===== src/rtl/paralelo_serie.sv =====
// Transmit-side parallel-to-serial stage: serialises bytes MSB-first on clk_8f,
// preceded by a comma preamble after every enable so the receiver can lock.
module paralelo_serie #(
  parameter logic [7:0] COMMA       = 8'hBC,
  parameter int         SYNC_COMMAS = 4
) (
  input  logic       clk_8f,
  input  logic       reset,
  input  logic       tx_enable,
  input  logic [7:0] data_in,
  input  logic       valid_in,
  output logic       data_out,
  output logic       byte_req,
  output logic       active
);

  typedef enum logic [1:0] {
    IDLE,
    SYNC,
    ACTIVE
  } state_t;

  localparam logic [2:0] SYNC_LAST = 3'(SYNC_COMMAS);

  state_t     state_q, state_d;
  logic [2:0] bit_cnt_q;
  logic [2:0] comma_cnt_q, comma_cnt_d;
  logic [7:0] shift_q;
  logic [7:0] load_byte;
  logic       boundary;

  assign boundary = (bit_cnt_q == 3'd7);

  always_comb begin
    state_d     = state_q;
    comma_cnt_d = comma_cnt_q;
    load_byte   = 8'h00;
    if (boundary) begin
      if (!tx_enable) begin
        // Disabling from any state sends a zero byte and forgets the preamble.
        state_d     = IDLE;
        comma_cnt_d = 3'd0;
        load_byte   = 8'h00;
      end else begin
        case (state_q)
          IDLE: begin
            load_byte   = COMMA;
            comma_cnt_d = 3'd1;
            state_d     = (SYNC_LAST == 3'd1) ? ACTIVE : SYNC;
          end
          SYNC: begin
            load_byte   = COMMA;
            comma_cnt_d = (comma_cnt_q == 3'd7) ? 3'd7 : comma_cnt_q + 3'd1;
            if (comma_cnt_d == SYNC_LAST) begin
              state_d = ACTIVE;
            end
          end
          ACTIVE: begin
            load_byte = valid_in ? data_in : COMMA;
          end
          default: begin
            state_d     = IDLE;
            comma_cnt_d = 3'd0;
          end
        endcase
      end
    end
  end

  always_ff @(posedge clk_8f or negedge reset) begin
    if (!reset) begin
      state_q     <= IDLE;
      bit_cnt_q   <= 3'd0;
      comma_cnt_q <= 3'd0;
      shift_q     <= 8'h00;
    end else begin
      state_q     <= state_d;
      bit_cnt_q   <= bit_cnt_q + 3'd1;
      comma_cnt_q <= comma_cnt_d;
      if (boundary) begin
        shift_q <= load_byte;
      end else begin
        shift_q <= {shift_q[6:0], 1'b0};
      end
    end
  end

  assign data_out = shift_q[7];
  assign active   = (state_q == ACTIVE);
  assign byte_req = active & boundary & tx_enable;

endmodule


===== config.mk =====
export PLATFORM = sky130hd
export DESIGN_NAME = paralelo_serie
export DESIGN_NICKNAME = d
export VERILOG_FILES = /design/src/rtl/paralelo_serie.sv
export SDC_FILE = /design/constraint.sdc
export NUM_CORES = 1
export LEC_CHECK = 0
export ABC_AREA = 1
export CORE_ASPECT_RATIO = 1.25
export CORE_MARGIN = 1
export CORE_UTILIZATION = 25
export DETAILED_ROUTE_END_ITERATION = 7
export GPL_TIMING_DRIVEN = 0
export PLACE_DENSITY_LB_ADDON = 0.25
export SETUP_SLACK_MARGIN = 0.3
export SKIP_LAST_GASP = 1
export SLEW_MARGIN = 15
export SYNTH_ARGS = -nofsm -noshare
export SYNTH_HDL_FRONTEND = slang
export SYNTH_SLANG_ARGS = --single-unit
export TNS_END_PERCENT = 10

===== constraint.sdc =====
create_clock -name clk_8f -period 1.2 [get_ports clk_8f]
set_input_delay 0.18 -clock clk_8f [delete_from_list [all_inputs] [get_ports clk_8f]]
set_output_delay 0.18 -clock clk_8f [all_outputs]
set_load 0.05 [all_outputs]

==> results summary <==
After synthesis the cells add up to 762 um2. The congestion estimate from routability-driven global placement came to 0.788. Power spread over the standard cell area amounts to 952 nW/um2. IR analysis of the VDD net gives a maximum drop of 0.000345 V. Of the post-synthesis cell area, the dominant cell type holds 0.525. The post-route cell area is 1090 um2. By area the synthesized netlist is led by sky130_fd_sc_hd__dfrtp_1, sky130_fd_sc_hd__inv_1, sky130_fd_sc_hd__nand2_1. The checks that failed: negative setup slack.

The hold-fix buffer count after cts came out at 0. The slowest stage of the critical path belongs to the cell sky130_fd_sc_hd__dfrtp_1. The clock root buffer is sky130_fd_sc_hd__clkbuf_4. The placeable core region came out at 2920 um2. The number of H-tree levels came out at 1. The total of endpoints with negative setup slack in the final report is 11. The die width came out at 51.4 um. The antenna diode instance count is 0. The final hold violation count was 0. The number of nets in the synthesized netlist came out at 102. The routed wire length is 1.51 mm. After detailed routing, the average wire length per cell comes to 10.2 um. The area of placed instances is 957 um2. The number of placement rows came out at 22. The critical path endpoint category is an output pin. Using the TritonRoute via totals, the vias-per-cell ratio works out to 4.23. The global-route usage over all layers is 0.102. Setup repair after global routing could not meet its margin everywhere. The top achievable clock speed came out at 0.692 GHz. The sequential-to-total area share from yosys stat came out at 0.525. Walking the worst path, the cells encountered are ha_4 > ha_4 > nand2_4 > nor2_4 > buf_6.

The pre-CTS worst setup slack came out at -0.845 ns. The effective utilization at floorplan is 0.261. The via count of the first global-routing pass is 575. The instance count of the mapped netlist came out at 87.

The final routed DRC violation total is 0. For this design the top-level I/O count stands at 15. The count of pins over their slew limit is 0. The critical path is of the reg2out type. The cell taking the most area after synthesis is sky130_fd_sc_hd__dfrtp_1. The number of antenna violations at the first check in global routing is 0. The worst hold-check path type is in2reg. The final net count came out at 128. The Yosys warning count came out at 0. The fraction of layout instances using a drive strength above 1 is 0.268.

The final core utilization came out at 0.374. The total buffers and inverters traversed by the critical path came out at 1. The number of unique standard cell types used by synthesis is 18. TritonCTS built the clock tree. The TritonCTS buffer count came out at 3. The die covers 3270 um2. The clock-pin transition on the worst setup and hold timing paths came out at 0.09 ns. The critical path's top delay family is flip-flops. The clock drives 16 sinks.

The flip-flop and latch count after synthesis came out at 16. The post-synthesis average cell area came out at 8.76 um2. The worst pin sits at a relative slew slack of 0.520. The critical path startpoint category is a flip-flop. The wire length of the first global-routing pass came out at 2.46 mm. The maximum clock insertion buffer count is 2. The growth of design area from synthesis to finish is 43.4%.

The share of the clock period used by the worst path after layout came out at 1.20. The largest single stage delay on the critical path is 0.41 ns. The pin count of the biggest net entering global routing is 17. The largest fanout of any net on the critical path is 2.

The library cell appearing most often on the critical path is sky130_fd_sc_hd__ha_4. Summed over all layers, the global routing overflow is 0. The clock tree skew after final layout came out at 0.0100 ns. The clock latency on the worst-skew pair is 0.28 ns. The worst path in the final design needs a cycle of 1.44 ns, including I/O delays and setup. Adding up every negative setup slack in the final design gives -1.18 ns. The tool flagged a number of max-cap violations equal to 0.

The required time of the critical path is 1.02 ns. In this run the tool buffered the top-level ports with 13 buffer cells. After the first detailed-routing iteration, the DRC count stood at 1. The run finished, with violations left.

The endpoint arrival time on the critical path is 1.26 ns. The count of nets left with antenna violations once routing finished came out at 0. The first-pass iteration count of the detailed router is 3. Once routing completed, OpenROAD measured the worst setup slack at -0.244 ns.

The detailed-placement wirelength estimate is 1.09 mm. At the pin with the least slew margin, the transition time is 0.718 ns. The leakage power of the design came out at 0.551 nW.

The count of vias placed by the detailed router is 626. The vertical die dimension is 63.7 um.
==> layout by cell type (no fill, tap or decap), types with 2 or more instances in the layout <==
cell and instances:
sky130_fd_sc_hd__inv_1 15, sky130_fd_sc_hd__nand3_1 5, sky130_fd_sc_hd__nor2_1 3, sky130_fd_sc_hd__clkdlybuf4s50_1 10
sky130_fd_sc_hd__ha_4 2, sky130_fd_sc_hd__nand2_4 3, sky130_fd_sc_hd__nand3_2 2, sky130_fd_sc_hd__o21ai_0 6
sky130_fd_sc_hd__nand2_1 13, sky130_fd_sc_hd__buf_4 9, sky130_fd_sc_hd__o22ai_1 5, sky130_fd_sc_hd__clkbuf_4 3
sky130_fd_sc_hd__a21oi_1 5, sky130_fd_sc_hd__dfrtp_1 15, sky130_fd_sc_hd__inv_2 3
==> cells by family (layout without fill, tap and decap cells) <==
| logic type | after synthesis | in the layout | synth area share |
|---|---|---|---|
| compound gates | 17 | 17 | 0.123 |
| flops | 16 | 16 | 0.525 |
| buf+inv | 21 | 46 | 0.110 |
| simple gates | 30 | 30 | 0.192 |
| fa+ha+maj | 3 | 3 | 0.0493 |
==> metrics by stage <==
| stage | total power [mW] | cells | hold slack [ns] |
|---|---|---|---|
| after floorplan | 0.616 | 87 | -0.116 |
| after global placement | 0.673 | 136 | 0.413 |
| after detailed placement | 0.673 | 136 | 0.423 |
| after CTS | 1.03 | 143 | 0.253 |
| after global routing | 1.10 | 148 | 0.271 |
| final | 1.04 | 148 | 0.258 |
==> synthesized netlist by cell type <==
master / count
sky130_fd_sc_hd__a21boi_1: 1
sky130_fd_sc_hd__a21oi_1: 5
sky130_fd_sc_hd__and3_1: 1
sky130_fd_sc_hd__buf_4: 1
sky130_fd_sc_hd__clkbuf_2: 1
sky130_fd_sc_hd__dfrtp_1: 16
sky130_fd_sc_hd__ha_1: 3
sky130_fd_sc_hd__inv_1: 16
sky130_fd_sc_hd__inv_2: 3
sky130_fd_sc_hd__nand2_1: 14
sky130_fd_sc_hd__nand2_2: 3
sky130_fd_sc_hd__nand3_1: 6
sky130_fd_sc_hd__nand3_2: 1
sky130_fd_sc_hd__nand4_1: 1
sky130_fd_sc_hd__nor2_1: 3
sky130_fd_sc_hd__nor2_4: 1
sky130_fd_sc_hd__o21ai_0: 6
sky130_fd_sc_hd__o22ai_1: 5
==> worst register-to-register path: cells and delay by family (launching register included) <==
family	cells	cell delay [ns]
DFF	1	0.41
buffers and inverters	2	0.25
and+or+nand+nor	3	0.27
adders and majority gates	2	0.33
==> metal layers <==
layer  share of wire  routed length, um  GRT usage  vias up
met5               0                  0          0        -
met4          0.0093                 14     0.0507        0
met3           0.056                 85     0.0266        2
met2            0.48                719      0.159       13
met1            0.46                692      0.126      283
li1                -                  -          -      328
==> final timing paths <==
path | from | to | slack (ns) | depth (start not counted)
max | bit_cnt_q[0] | byte_req | -0.24 | 5
max in group asynchronous | reset | state_q[0] | 0.39 | 1
min in group asynchronous | reset | shift_q[7] | 0.31 | 1
min | valid_in | shift_q[1] | 0.26 | 3
max reg2reg | bit_cnt_q[0] | shift_q[0] | -0.17 | 7
min reg2reg | shift_q[0] | shift_q[1] | 0.51 | 2
==> flip-flops by register name, indices dropped and copies added, names as in the netlist <==
register,cells
shift_q,8
bit_cnt_q,3
comma_cnt_q,3
state_q,2
==> repair_timing <==
| item | CTS | global route |
|---|---|---|
| gates resized for setup | 14 | 11 |
| buffers inserted | 3 | 5 |
| setup endpoints to repair | 16 | 33 |
| pin swaps | 3 | 3 |
==> power breakdown <==
group / leakage [nW] / switching (mW) / internal [mW]
Clock: 0.0210 / 0.171 / 0.184
Combinational: 0.325 / 0.0554 / 0.0618
Sequential: 0.206 / 0.0117 / 0.555
Total: 0.551 / 0.238 / 0.801
==> area by class of cell <==
cell class	count	area, um2
fill	314	1830
sequential	16	402
multi-input combinational	50	325
timing repair buffer	21	195
inverter	19	76.3
tap	36	45.0
clock buffer	4	36.3
buffer	2	12.5
(Power assumes the default switching activity.)
